File: src/rtl/hcsr04_pkg.sv
// hcsr04_pkg: shared types and sensor limits for the HC-SR04 distance filter.
package hcsr04_pkg;
    typedef logic [11:0] dist_mm_t;
    typedef enum logic {FILL, RUN} flt_state_t;
    localparam dist_mm_t SENSOR_MIN_MM = 12'd20;
    localparam dist_mm_t SENSOR_MAX_MM = 12'd4000;
endpackage

File: src/rtl/hcsr04_dist_filter_if.sv
// hcsr04_dist_filter_if: sample input and filtered-output bundle of the distance filter.
interface hcsr04_dist_filter_if;
    import hcsr04_pkg::*;
    logic clear;
    logic in_val;
    dist_mm_t in_dist;
    logic avg_val;
    dist_mm_t avg_dist;
    logic ready;
    logic near;
    logic [7:0] reject_cnt;
    modport master(output clear, in_val, in_dist, input avg_val, avg_dist, ready, near, reject_cnt);
    modport slave(input clear, in_val, in_dist, output avg_val, avg_dist, ready, near, reject_cnt);
endinterface

File: src/rtl/hcsr04_ring_buf.sv
// hcsr04_ring_buf: sample window storage; rdata is the entry the next write will overwrite.
module hcsr04_ring_buf import hcsr04_pkg::*; #(
    parameter int unsigned DEPTH_LOG2 = 3
) (
    input  logic     clk,
    input  logic     rst,
    input  logic     clear,
    input  logic     we,
    input  dist_mm_t wdata,
    output dist_mm_t rdata
);
    logic [DEPTH_LOG2-1:0] wr_ptr;
    dist_mm_t mem [2**DEPTH_LOG2];

    assign rdata = mem[wr_ptr];

    always_ff @(posedge clk)
        if (we) mem[wr_ptr] <= wdata;

    always_ff @(posedge clk or negedge rst)
        if (!rst) wr_ptr <= '0;
        else if (clear) wr_ptr <= '0;
        else if (we) wr_ptr <= wr_ptr + 1'b1;
endmodule

File: src/rtl/hcsr04_dist_filter.sv
// hcsr04_dist_filter: range-gated moving average of HC-SR04 distances with a
// hysteretic proximity flag and a saturating reject counter.
module hcsr04_dist_filter import hcsr04_pkg::*; #(
    parameter int unsigned DEPTH_LOG2 = 3,
    parameter dist_mm_t MIN_MM = SENSOR_MIN_MM,
    parameter dist_mm_t MAX_MM = SENSOR_MAX_MM,
    parameter dist_mm_t NEAR_ON_MM = 12'd300,
    parameter dist_mm_t NEAR_OFF_MM = 12'd350
) (
    input logic clk,
    input logic rst,
    hcsr04_dist_filter_if.slave bus
);
    localparam int unsigned SW = 12 + DEPTH_LOG2;
    localparam logic [0:0] S_FILL = FILL;
    localparam logic [0:0] S_RUN = RUN;

    logic [0:0] state;
    logic [DEPTH_LOG2-1:0] fill_cnt;
    logic s1_val, s1_emit, s2_emit;
    dist_mm_t s1_new, s1_old, rd, avg_dist, avg_new;
    logic [SW-1:0] sum;
    logic avg_val, near;
    logic [7:0] reject_cnt;
    logic in_range, accept, reject;

    assign in_range = bus.in_dist >= MIN_MM && bus.in_dist <= MAX_MM;
    assign accept = bus.in_val && !bus.clear && in_range;
    assign reject = bus.in_val && !bus.clear && !in_range;
    assign avg_new = sum[SW-1:DEPTH_LOG2];

    hcsr04_ring_buf #(.DEPTH_LOG2(DEPTH_LOG2)) u_buf (
        .clk(clk),
        .rst(rst),
        .clear(bus.clear),
        .we(accept),
        .wdata(bus.in_dist),
        .rdata(rd)
    );

    always_ff @(posedge clk or negedge rst)
        if (!rst) begin
            {state, fill_cnt, s1_val, s1_emit, s1_new, s1_old, s2_emit, sum} <= '0;
            {avg_val, avg_dist, near, reject_cnt} <= '0;
        end else if (bus.clear) begin
            {state, fill_cnt, s1_val, s1_emit, s1_new, s1_old, s2_emit, sum} <= '0;
            {avg_val, avg_dist, near, reject_cnt} <= '0;
        end else begin
            s1_val <= accept;
            s1_emit <= accept && (state == S_RUN || fill_cnt == '1);
            if (accept) begin
                s1_new <= bus.in_dist;
                // buffer contents are stale until the first full pass
                s1_old <= state == S_RUN ? rd : '0;
                if (state == S_FILL) fill_cnt <= fill_cnt + 1'b1;
                if (state == S_FILL && fill_cnt == '1) state <= S_RUN;
            end
            if (s1_val) sum <= sum + SW'(s1_new) - SW'(s1_old);
            s2_emit <= s1_emit;
            avg_val <= s2_emit;
            if (s2_emit) begin
                avg_dist <= avg_new;
                near <= near ? avg_new < NEAR_OFF_MM : avg_new <= NEAR_ON_MM;
            end
            if (reject && reject_cnt != 8'hff) reject_cnt <= reject_cnt + 1'b1;
        end

    assign bus.avg_val = avg_val;
    assign bus.avg_dist = avg_dist;
    assign bus.ready = state == S_RUN;
    assign bus.near = near;
    assign bus.reject_cnt = reject_cnt;
endmodule

File: src/flat_wrapper.sv
// flat-port wrapper written by rule: the top's interface ports become plain ports
module hcsr04_dist_filter_flat import hcsr04_pkg::*;
#(
    parameter int unsigned DEPTH_LOG2 = 3,
    parameter dist_mm_t MIN_MM = SENSOR_MIN_MM,
    parameter dist_mm_t MAX_MM = SENSOR_MAX_MM,
    parameter dist_mm_t NEAR_ON_MM = 12'd300,
    parameter dist_mm_t NEAR_OFF_MM = 12'd350
)
  (clk, rst, bus_clear, bus_in_val, bus_in_dist, bus_avg_val, bus_avg_dist, bus_ready, bus_near, bus_reject_cnt);
  hcsr04_dist_filter_if bus_i ();
  input logic clk;
  input logic rst;
  input wire logic [$bits(bus_i.clear)-1:0] bus_clear;
  input wire logic [$bits(bus_i.in_val)-1:0] bus_in_val;
  input wire logic [$bits(bus_i.in_dist)-1:0] bus_in_dist;
  output wire logic [$bits(bus_i.avg_val)-1:0] bus_avg_val;
  output wire logic [$bits(bus_i.avg_dist)-1:0] bus_avg_dist;
  output wire logic [$bits(bus_i.ready)-1:0] bus_ready;
  output wire logic [$bits(bus_i.near)-1:0] bus_near;
  output wire logic [$bits(bus_i.reject_cnt)-1:0] bus_reject_cnt;
  assign bus_i.clear = bus_clear;
  assign bus_i.in_val = bus_in_val;
  assign bus_i.in_dist = bus_in_dist;
  assign bus_avg_val = bus_i.avg_val;
  assign bus_avg_dist = bus_i.avg_dist;
  assign bus_ready = bus_i.ready;
  assign bus_near = bus_i.near;
  assign bus_reject_cnt = bus_i.reject_cnt;
  hcsr04_dist_filter #(.DEPTH_LOG2(DEPTH_LOG2), .MIN_MM(MIN_MM), .MAX_MM(MAX_MM), .NEAR_ON_MM(NEAR_ON_MM), .NEAR_OFF_MM(NEAR_OFF_MM)) u_core (.clk(clk), .rst(rst), .bus(bus_i));
endmodule
File: config.mk
export PLATFORM = sky130hd
export DESIGN_NAME = hcsr04_dist_filter_flat
export DESIGN_NICKNAME = d
export VERILOG_FILES = /design/src/rtl/hcsr04_pkg.sv /design/src/rtl/hcsr04_dist_filter_if.sv /design/src/rtl/hcsr04_ring_buf.sv /design/src/rtl/hcsr04_dist_filter.sv /design/src/flat_wrapper.sv
export SDC_FILE = /design/constraint.sdc
export NUM_CORES = 1
export LEC_CHECK = 0
export ABC_AREA = 1
export BUFFER_PORTS_ARGS = -buffer_cell sky130_fd_sc_hd__buf_2
export CAP_MARGIN = 15
export CORE_MARGIN = 3
export CORE_UTILIZATION = 61
export DETAILED_ROUTE_END_ITERATION = 16
export PLACE_DENSITY = 0.82
export SLEW_MARGIN = 10
export SYNTH_ARGS = -nofsm -noshare
export SYNTH_HDL_FRONTEND = slang
export SYNTH_SLANG_ARGS = --single-unit
File: constraint.sdc
create_clock -name clk -period 2.7 [get_ports clk]
set_input_delay 0.135 -clock clk [delete_from_list [all_inputs] [get_ports clk]]
set_output_delay 0.135 -clock clk [all_outputs]
set_load 0.005 [all_outputs]
==> results of run 1 <==
[logic make-up (layout without fill, tap and decap cells)]
group | after synthesis | after routing | share of synthesized area, %
AO/OA/AOI/OAI | 113 | 113 | 8.70
buffers and inverters | 137 | 207 | 6.98
AND/OR/NAND/NOR | 356 | 356 | 18.5
XOR/XNOR | 11 | 11 | 1.21
flip-flops | 167 | 167 | 58.3
adder cells (fa/ha/maj) | 33 | 33 | 6.29
[power breakdown]
group          leakage, nW  total, mW  internal (mW)  switching (mW)
sequential            1.83       2.91           2.84          0.0713
clock                0.285       2.43           1.39            1.04
combinational         1.99       2.16          0.780            1.38
[final cells by class]
type	count	area (um^2)
inverter	112	420
timing repair buffer	63	388
tap	172	215
clock inverter	14	165
fill	928	3650
multi-input combinational	513	2800
clock buffer	18	429
sequential	167	4660
[placed cells by master (no fill, tap or decap), drive strengths merged]
| master | instances |
|---|---|
| clkinvlp | 2 |
| o21ai | 74 |
| edfxtp | 96 |
| xnor2 | 6 |
| a21oi | 12 |
| dfrtp | 71 |
| nor3 | 6 |
| or2 | 3 |
| inv | 117 |
| xor2 | 5 |
| o21a | 1 |
| fa | 12 |
| and2 | 1 |
| o2111ai | 12 |
| nand4 | 5 |
| dlygate4sd3 | 3 |
| clkinv | 5 |
| ha | 21 |
| nand3 | 40 |
| nor2 | 125 |
| nand3b | 6 |
| o22ai | 13 |
| nand2 | 170 |
| bufinv | 2 |
| buf | 60 |
| clkbuf | 18 |
| a22o | 1 |
[registers in the layout, indices dropped and copies added (netlist names), 3 cells and up]
name,cells
u_core.bus.avg_dist,12
u_core.bus.reject_cnt,8
u_core.fill_cnt,3
u_core.s1_new,12
u_core.s1_old,12
u_core.sum,15
u_core.u_buf.mem,96
u_core.u_buf.wr_ptr,3
[routing by layer]
metal / global-route usage (%) / part of all wire [%] / up-vias
met2: 41.0 / 50 / 223
met5: 0 / 0 / -
li1: - / - / 2790
met3: 4.58 / 6.5 / 37
met1: 32.0 / 41 / 2739
met4: 12.2 / 2.9 / 0
[synthesized netlist by cell type (all sizes together), types with 13 or more instances]
library cell  number  area share (%)
nand3             40             2.7
edfxtp            96              36
nand2            170             8.2
o21ai             74             4.6
ha                21             3.3
buf               13             1.2
o22ai             13             1.8
inv              111             5.2
dfrtp             71              22
nor2             125             6.0
[how the worst max path moves through the flow]
stage	end	from	cells past startpoint
4_1_cts	u_core.sum[6]	u_core.s1_old[1]	10
5_1_grt	u_core.sum[6]	u_core.sum[1]	11
3_3_place_gp	u_core.sum[6]	u_core.sum[1]	11
6_report	u_core.sum[6]	u_core.sum[1]	11
3_5_place_dp	u_core.sum[6]	u_core.sum[1]	11
2_1_floorplan	u_core.sum[6]	u_core.sum[1]	11
[metrics by stage]
step                total power, mW  util (%)  std cells  setup slack [ns]
global route                   7.96      71.3       1059             0.177
global placement               5.03      66.4       1024             0.444
finish                         7.50      71.3       1059             0.366
CTS                            7.50      71.3       1059             0.355
detailed placement             5.09      66.4       1024             0.346
floorplan                      4.57         -        817             0.516
[critical path, cell delays in order (launching register included)]
cell      delay, ns
dfrtp_1        0.32
inv_1          0.06
fa_1           0.53
inv_1          0.07
fa_1           0.48
nand2_1        0.11
nand2_1        0.06
nand3b_1       0.07
nand2_1        0.08
or2_2          0.28
nand3_1        0.06
o21ai_0        0.08
[repair_timing]
action                                 CTS  global route
gates resized for setup                  0             0
hold buffers                             3             0
buffers inserted                         0             0
endpoints found under the hold margin   87             0
==> metrics.md, run 1 <==
| Metric | Value |
|---|---|
| Run status | `complete, no violations` |
| DR vias | `5,789` |
| Wirelength per Cell | `16.2 um` |
| Port bufs | `38` |
| CTS buffer count | `17` |
| Cells on worst reg2reg path | `11` |
| Worst-Margin Slew | `0.892 ns` |
| Largest net degree at the start of global routing | `72` |
| TritonCTS clock tree | `done` |
| Die X | `120 um` |
| Synth Flop Type | `edfxtp_1` |
| Crit path max fanout | `4` |
| Iteration count of the initial detailed-routing pass | `5` |
| Final setup viols | `0` |
| CORE AREA | `around 13,000 um^2` |
| Clock Latency Late Sink | `0.43 ns` |
| Setup TNS | `0 ns` |
| Tmin final | `between 2 and 2.5 ns` |
| Post-Route WL | `roughly 17,000 um` |
| Full die area | `roughly 15,000 um^2` |
| RD Place Congestion | `roughly 0.90` |
| Final Hold Fails | `0` |
| Initial Util | `62.8%` |
| Clock skew | `0.00547 ns` |
| Cell Area, Placed | `8450 um^2` |
| Top Ports | `39` |
| Synth Cell Area | `7990 um^2` |
| Grt total ovfl | `0` |
| Clock Sinks | `167` |
| Crit Reg-Reg Endpoint | `u_core.sum[6]` |
| Design Area, Final | `~9100 um^2` |
| Seq/Total Area, Yosys | `a little under 60%` |
| Global router's overall resource usage | `between 20% and 30%` |
| Yosys cell types | `35` |
| RSZ-0062 raised after global routing | `no` |
| Drt via density | `5.47` |
| Hold Path Origin | `bus_in_dist[2]` |
| Share of cells above drive strength 1 | `13.6%` |
| Power per cell area | `826 nW/um^2` |
| Clock Path Buffers | `2` |
| 1st-iter DRT viols | `541` |
| Slew HR | `40.5%` |
| Drt drc | `0` |
| Chip height | `roughly 120 um` |
| Hold Path Class | `input pin to register` |
| CP Data Required Time | `3.00 ns` |
| Mapped Cells | `between 800 and 900` |
| Post-Syn Nets | `866` |
| ANT nets after route | `0` |
| Final worst-path cycle share | `86.4%` |
| Peak supply drop | `just over 0.6 mV` |
| Hold EP | `u_core.u_buf.mem[6][2]` |
| Leak Pwr | `4.10 nW` |
| Initial antenna violation count | `0` |
| Ys async rst share | `42.5%` |
| R2r startpoint | `u_core.sum[1]` |
| Final count of pins violating max slew | `0` |
| Hold Slack | `about 0.012 ns` |
| Synthesized area per cell | `9.78 um^2` |
| WP data arrival | `about 2.6 ns` |
| Register bit count reported by yosys | `around 170` |
| Row count | `41` |
| Achievable frequency | `429 MHz` |
| ANT cells | `0` |
| Clock Tree Root | `clkbuf_16` |
| Post-DP HPWL | `11,600 um` |
| R2R setup slack | `0.37 ns` |
| Number of synthesized flops with an enable pin | `96` |
| Worst Hold Depth | `1` |
| Max cap viols | `0` |
| CTS H-tree depth | `4` |
| Clk slew on worst S/H paths | `0.07 ns` |
| Area Overhead vs Synth | `13.5%` |
| Ys Warns | `0` |
| CP Launch Type | `register` |
| Vias in the first global route | `5,640` |
| First-pass GRT wire length | `between 20,000 and 30,000 um` |
| Worst Path Class, Setup | `register to register` |
| CP endpoint kind | `register` |
| Net count, final | `923` |
No activity file was read; power rests on OpenSTA's default activity.
==> run 2, diff against run 1 <==
--- a/config.mk
+++ b/config.mk
@@ -6,12 +6,12 @@
 export NUM_CORES = 1
 export LEC_CHECK = 0
 export ABC_AREA = 1
-export BUFFER_PORTS_ARGS = -buffer_cell sky130_fd_sc_hd__buf_2
 export CAP_MARGIN = 15
 export CORE_MARGIN = 3
-export CORE_UTILIZATION = 61
+export CORE_UTILIZATION = 64
 export DETAILED_ROUTE_END_ITERATION = 16
-export PLACE_DENSITY = 0.82
+export DONT_BUFFER_PORTS = 1
+export PLACE_DENSITY = 0.83
 export SLEW_MARGIN = 10
 export SYNTH_ARGS = -nofsm -noshare
 export SYNTH_HDL_FRONTEND = slang
==> metrics.md, run 2 (same netlist as run 1, synthesis figures left out) <==
| Metric | Value |
|---|---|
| Register bank with the most flops | `u_core.u_buf.mem` |
| CP Launch Point | `u_core.sum[2]` |
| Die X | `118 um (-2.3%)` |
| Post-CTS Hold Buffers | `16 (+13)` |
| Worst Path Class, Setup | `register to register` |
| Full die area | `13,900 um^2 (-4.5%)` |
| Clock Tree Root | `clkbuf_16` |
| ANT cells | `0 (unchanged)` |
| RSZ-0062 raised after global routing | `no` |
| Final setup viols | `0 (unchanged)` |
| Tmin final | `2.41 ns (+0.0727 ns)` |
| TritonCTS clock tree | `done` |
| Final worst-path cycle share | `89.1% (+2.7 points)` |
| Run status | `complete, no violations` |
| First-pass GRT wire length | `30,100 um (+8.4%)` |
| Setup TNS | `0 ns (unchanged)` |
| Worst-Margin Slew | `0.934 ns (+0.0411 ns)` |
| Crit Reg-Reg Endpoint | `u_core.sum[5]` |
| Initial antenna violation count | `0 (unchanged)` |
| Met3 usage in global routing | `8.02% (+3.4 points)` |
| Max cap viols | `0 (unchanged)` |
| DR vias | `5,874 (+1.5%)` |
| CTS H-tree depth | `4 (unchanged)` |
| Most common cell after layout, fill and taps aside | `nand2_1` |
| Slew HR | `37.5% (-3.0 points)` |
| Peak supply drop | `0.626 mV (+2.0%)` |
| Hold Slack | `0.0530 ns (+0.0415 ns)` |
| R2r startpoint | `u_core.sum[2]` |
| Top Ports | `39 (unchanged)` |
| Power per cell area | `847 nW/um^2 (+2.5%)` |
| Seq. cell area | `4660 um^2 (unchanged)` |
| Clock Latency Late Sink | `0.43 ns (about the same)` |
| Clock Sinks | `167 (unchanged)` |
| Post-CTS Setup Repair Bufs | `0 (unchanged)` |
| Commonest non-fill, non-tap cells in the layout | `nand2_1, nor2_1, inv_1, edfxtp_1, dfrtp_1` |
| WP data arrival | `2.71 ns (+0.07 ns)` |
| Crit path max fanout | `4 (unchanged)` |
| Largest regs | `u_core.u_buf.mem (96), u_core.sum (15)` |
| Clock Path Buffers | `2 (unchanged)` |
| Area of the multi-input gates | `2790 um^2 (-0.36%)` |
| Global routing usage on met2 | `47.0% (+6.0 points)` |
| RD Place Congestion | `0.962 (+7.3%)` |
| Largest net degree at the start of global routing | `72 (unchanged)` |
| Share of cells above drive strength 1 | `9.01% (-4.6 points)` |
| Clk slew on worst S/H paths | `0.07 ns (about the same)` |
| Grt total ovfl | `0 (unchanged)` |
| CP Launch Type | `register` |
| Max reg flops | `96 (unchanged)` |
| Final Hold Fails | `0 (unchanged)` |
| Post-CTS sizing | `0 (unchanged)` |
| Leak Pwr | `3.95 nW (-3.5%)` |
| Clock skew | `0.00793 ns (+0.00246 ns)` |
| Wirelength per Cell | `18.4 um (+13%)` |
| Initial Util | `66.0% (+3.2 points)` |
| 1st-iter DRT viols | `755 (+40%)` |
| Final count of pins violating max slew | `0 (unchanged)` |
| Drt via density | `5.74 (+5.0%)` |
| Net count, final | `891 (-3.5%)` |
| Post-DP HPWL | `11,500 um (-1.2%)` |
| ANT nets after route | `0 (unchanged)` |
| CTS buffer count | `17 (unchanged)` |
| Gr busiest metal | `met2` |
| CORE AREA | `12,100 um^2 (-4.8%)` |
| Worst Hold Depth | `4 (+3)` |
| Grt met1 use | `34.1% (+2.1 points)` |
| Setup crit end | `u_core.sum[5]` |
| Drt drc | `0 (unchanged)` |
| Hold Path Class | `input pin to register` |
| CP endpoint kind | `register` |
| Port bufs | `0 (-100%)` |
| R2R setup slack | `0.29 ns (-0.07 ns)` |
| CP Data Required Time | `3.00 ns (about the same)` |
| Cells on worst reg2reg path | `10 (-1)` |
| Achievable frequency | `416 MHz (-3.0%)` |
| Post-Route WL | `18,800 um (+9.6%)` |
| Vias in the first global route | `5,876 (+4.2%)` |
| Chip height | `118 um (-2.3%)` |
| Row count | `40 (-2.4%)` |
| Iteration count of the initial detailed-routing pass | `5 (unchanged)` |
| Global router's overall resource usage | `28.1% (+3.2 points)` |
| Fillers | `794 (-14%)` |
| Area Overhead vs Synth | `12.4%` |
==> run 2: power by group <==
group | leakage [nW] | switching, mW | total [mW] | internal (mW)
sequential | 1.83 | 0.0712 | 2.91 | 2.84
combinational | 1.82 | 1.42 | 2.21 | 0.784
clock | 0.303 | 1.06 | 2.50 | 1.44
==> run 2: how the worst min path moves through the flow <==
stage,slack [ns],start,endpoint
after global placement,-0.16,rst,u_core.sum[3]
after CTS,0.04,bus_clear,u_core.sum[7]
after detailed placement,-0.16,rst,u_core.sum[0]
final,0.05,bus_clear,u_core.sum[7]
after global routing,0.06,bus_clear,u_core.sum[13]
after floorplan,-0.16,rst,u_core.bus.avg_dist[0]
==> run 2: through the flow <==
stage	util, %	setup WS [ns]	power, mW	instance area [um^2]	instances
global route	74.2	0.104	8.05	8990	1023
CTS	74.2	0.306	7.57	8990	1023
floorplan	-	0.516	4.57	7990	817
global placement	67.6	0.422	4.95	8190	975
finish	74.2	0.294	7.61	8990	1023
detailed placement	67.6	0.321	5.02	8190	975
==> run 2: per-layer routing <==
layer  part of all wire (%)  vias up
met5                      0        -
met4                    3.3        0
met3                    8.0       56
met2                     50      284
met1                     39     2801
li1                       -     2733
==> run 2: final cells by class <==
| type | count | area share [%] |
|---|---|---|
| clock buffer | 19 | 5.04 |
| clock inverter | 13 | 1.88 |
| inverter | 112 | 4.68 |
| multi-input combinational | 513 | 31.0 |
| sequential | 167 | 51.8 |
| tap | 168 | 2.34 |
| timing repair buffer | 31 | 3.23 |
==> run 2: worst max-delay path, stage by stage, from the launching register on <==
cell and delay (ns):
dfrtp_1 0.33, inv_1 0.07, fa_1 0.53, inv_1 0.04
ha_1 0.32, or2_2 0.31, nand3_1 0.12, nand2_1 0.12
or2_2 0.29, nand3_1 0.06, o21ai_0 0.09
==> run 3, diff against run 2 <==
--- a/config.mk
+++ b/config.mk
@@ -5,13 +5,13 @@
 export SDC_FILE = /design/constraint.sdc
 export NUM_CORES = 1
 export LEC_CHECK = 0
-export ABC_AREA = 1
+export ABC_AREA = 0
 export CAP_MARGIN = 15
 export CORE_MARGIN = 3
-export CORE_UTILIZATION = 64
+export CORE_UTILIZATION = 63
 export DETAILED_ROUTE_END_ITERATION = 16
 export DONT_BUFFER_PORTS = 1
-export PLACE_DENSITY = 0.83
+export PLACE_DENSITY = 0.82
 export SLEW_MARGIN = 10
 export SYNTH_ARGS = -nofsm -noshare
 export SYNTH_HDL_FRONTEND = slang
==> metrics.md, run 3 <==
| Metric | Value |
|---|---|
| WP data arrival | `3.15 ns (+0.44 ns)` |
| CP cell instances | `inv_2 > fa_1 > inv_2 > fa_2 > a21o_1 > a311oi_2 > nor3_2 > or4_4 > a311oi_2` |
| Worst-Margin Slew | `0.695 ns (-0.239 ns)` |
| Clock Tree Root | `clkbuf_16` |
| Final worst-path cycle share | `104% (+15 points)` |
| Drt via density | `6.31 (+9.9%)` |
| CORE AREA | `11,800 um^2 (-2.9%)` |
| Top Ports | `39 (unchanged)` |
| Internal | `4.74 mW (-6.3%)` |
| Mapped Cells | `575 (-30%)` |
| Tmin final | `2.82 ns (+0.415 ns)` |
| CTS buffer count | `17 (unchanged)` |
| Number of synthesized flops with an enable pin | `96 (unchanged)` |
| Buf/Inv on CP | `2 (unchanged)` |
| Chip height | `117 um (-0.48%)` |
| Design Area, Final | `9020 um^2 (+0.39%)` |
| Failing checks | `negative setup slack` |
| First-pass GRT wire length | `27,500 um (-8.7%)` |
| Vias in the first global route | `5,116 (-13%)` |
| Synth Flop Type | `edfxtp_1` |
| Run status | `finished with violations` |
| Clk slew on worst S/H paths | `0.06 ns (about the same)` |
| Synthesized area per cell | `13.5 um^2 (+38%)` |
| Cell Area, Placed | `8150 um^2 (-0.46%)` |
| Top cell type by total area after synthesis | `edfxtp_1` |
| 1st-iter DRT viols | `483 (-36%)` |
| Largest stage delay, worst path | `0.54 ns (about the same)` |
| CP Launch Type | `register` |
| Count leader, synth | `edfxtp_1` |
| Wirelength per Cell | `21.8 um (+19%)` |
| Slew HR | `53.7% (+16 points)` |
| Max reg flops | `96 (unchanged)` |
| Seq/Total Area, Yosys | `59.8% (+1.5 points)` |
| Register bank with the most flops | `u_core.u_buf.mem` |
| RSZ-0062 raised after global routing | `yes` |
| Worst Path Class, Setup | `register to register` |
| Global router's overall resource usage | `27.2% (-0.86 points)` |
| Seq pwr share | `42.2% (+4.0 points)` |
| CP endpoint kind | `register` |
| Post-Route WL | `17,300 um (-7.8%)` |
| Switching power | `2.00 mW (-22%)` |
| Synth Cell Area | `7790 um^2 (-2.6%)` |
| Pre-CTS setup slack | `-0.121 ns (-0.442 ns)` |
| Clock Path Buffers | `2 (unchanged)` |
| Sw Ratio | `29.6% (-3.8 points)` |
| Synth top area share | `37.0% (+0.94 points)` |
| Grt total ovfl | `0 (unchanged)` |
| Final setup viols | `1 (+1)` |
| Full die area | `13,700 um^2 (-0.95%)` |
| Synth area leaders | `edfxtp_1, dfrtp_1, mux4_2` |
| Drt drc | `0 (unchanged)` |
| Register bit count reported by yosys | `167 (unchanged)` |
| Most common cell after layout, fill and taps aside | `edfxtp_1` |
| Clock skew | `0.00709 ns (-0.000841 ns)` |
| Initial Util | `66.2% (+0.24 points)` |
| RD Place Congestion | `0.891 (-7.4%)` |
| Post-synth top cells | `edfxtp_1, dfrtp_1, inv_1` |
| Hold Slack | `0.0294 ns (-0.0236 ns)` |
| Area Overhead vs Synth | `15.8%` |
| Largest regs | `u_core.u_buf.mem (96), u_core.sum (15)` |
| Comb pwr share | `23.8% (-5.2 points)` |
| Max cap viols | `0 (unchanged)` |
| Die X | `117 um (-0.48%)` |
| Power per cell area | `747 nW/um^2 (-12%)` |
| Clock Sinks | `167 (unchanged)` |
| CTS H-tree depth | `4 (unchanged)` |
| Yosys cell types | `59 (+69%)` |
| Final Hold Fails | `0 (unchanged)` |
| Final count of pins violating max slew | `0 (unchanged)` |
| Final worst slack | `-0.121 ns (-0.415 ns)` |
| Leak Pwr | `3.54 nW (-11%)` |
| TritonCTS clock tree | `done` |
| Port bufs | `0 (unchanged)` |
| Commonest non-fill, non-tap cells in the layout | `edfxtp_1, dfrtp_1, inv_1, nor2_1, buf_4` |
| Clock Latency Late Sink | `0.43 ns (about the same)` |
| Post-DP HPWL | `10,400 um (-9.3%)` |
| Hold Path Class | `input pin to register` |
| Initial antenna violation count | `0 (unchanged)` |
| Achievable frequency | `354 MHz (-15%)` |
| ANT nets after route | `0 (unchanged)` |
| Iteration count of the initial detailed-routing pass | `5 (unchanged)` |
| Ys Warns | `0 (unchanged)` |
| Crit path max fanout | `2 (-2)` |
| Row count | `39 (-2.5%)` |
| Ys async rst share | `42.5% (unchanged)` |
| Net count, final | `666 (-25%)` |
| Post-Syn Nets | `624 (-28%)` |
| Clock power share | `34.1% (+1.3 points)` |
| Peak supply drop | `0.749 mV (+20%)` |
| Critical-path top delay cell | `fa_1` |
| Largest net degree at the start of global routing | `72 (unchanged)` |
| Worst path top cell family by delay | `adder cells` |
| ANT cells | `0 (unchanged)` |
| DR vias | `5,006 (-15%)` |
| Share of cells above drive strength 1 | `18.1% (+9.1 points)` |
| CP Data Required Time | `3.03 ns (+0.03 ns)` |
| Fillers | `675 (-15%)` |
run 3: changes by cell type after synthesis, sizes merged, moves of 14 or more:
cell | before | now
a22o | 1 | 15
inv | 111 | 56
mux2i | 0 | 29
mux4 | 0 | 24
nand2 | 170 | 21
nand3 | 40 | 10
nor2 | 125 | 38
o21ai | 74 | 14
run 3: layout make-up:
| class | instances | area, um^2 | share of cell area [%] |
|---|---|---|---|
| Sequential cell | 167 | 4660 | 51.6 |
| Multi-Input combinational cell | 323 | 2920 | 32.3 |
| Timing Repair Buffer | 51 | 475 | 5.27 |
| Clock buffer | 18 | 429 | 4.76 |
| Inverter | 57 | 214 | 2.37 |
| Tap cell | 164 | 205 | 2.27 |
| Clock inverter | 13 | 124 | 1.37 |
run 3: path summary, 6_finish.rpt:
check	start	to	slack, ns	depth (start not counted)
setup / recovery	u_core.s1_new[1]	u_core.sum[14]	-0.12	9
hold / removal	bus_clear	u_core.sum[12]	0.03	3
setup reg to reg	u_core.s1_new[1]	u_core.sum[14]	-0.12	9
hold reg to reg	u_core.s1_emit	u_core.s2_emit	0.50	1
max in group asynchronous	rst	u_core.s1_new[8]	2.16	2
min in group asynchronous	rst	u_core.bus.avg_dist[0]	0.24	2
run 3: what timing repair did:
action	CTS	global route
pin swaps	2	12
setup endpoints to repair	4	9
cloned	0	0
buffers inserted	0	4
resized for setup	2	19
endpoints found under the hold margin	224	0
hold buffers	16	0
run 3: power groups by stage:
stage | logic, mW | clock network (mW) | registers [mW]
floorplan | 0.936 | 0 | 2.88
CTS | 1.45 | 2.30 | 2.84
detailed placement | 1.32 | 0 | 2.89
global placement | 1.27 | 0 | 2.89
finish | 1.60 | 2.30 | 2.84
global route | 1.75 | 2.41 | 2.85
run 3: logic make-up (layout without fill, tap and decap cells):
kind of cell | count (synthesis) | in the layout | synth area share, %
flip-flops | 167 | 167 | 59.8
AND/OR/NAND/NOR | 126 | 126 | 8.24
XOR/XNOR | 4 | 4 | 0.450
AO/OA/AOI/OAI | 105 | 105 | 9.85
adder cells (fa/ha/maj) | 33 | 33 | 6.46
multiplexers | 55 | 55 | 11.0
buffers and inverters | 85 | 139 | 4.24
run 3: worst reg2reg max path: stages, from the launching register on:
cell	delay (ns)
dfrtp_1	0.36
inv_2	0.05
fa_1	0.54
inv_2	0.05
fa_2	0.37
a21o_1	0.22
a311oi_2	0.33
nor3_2	0.10
or4_4	0.43
a311oi_2	0.28
run 3: per-stage QoR:
stage,TNS [ns],power (mW),instances,util (%)
2_1_floorplan,0,3.81,575,-
3_3_place_gp,0,4.16,742,69.3
3_5_place_dp,-0.123,4.21,742,69.3
4_1_cts,-0.0597,6.59,789,75.8
5_1_grt,-0.404,7.00,793,76.7
6_report,-0.121,6.74,793,76.7
run 3: routing by layer:
metal	part of all wire (%)	global-route usage, %	up-vias
met5	0	0	-
met4	2.7	10.2	0
li1	-	-	2243
met3	7.1	6.38	43
met2	51	44.6	244
met1	39	35.9	2476
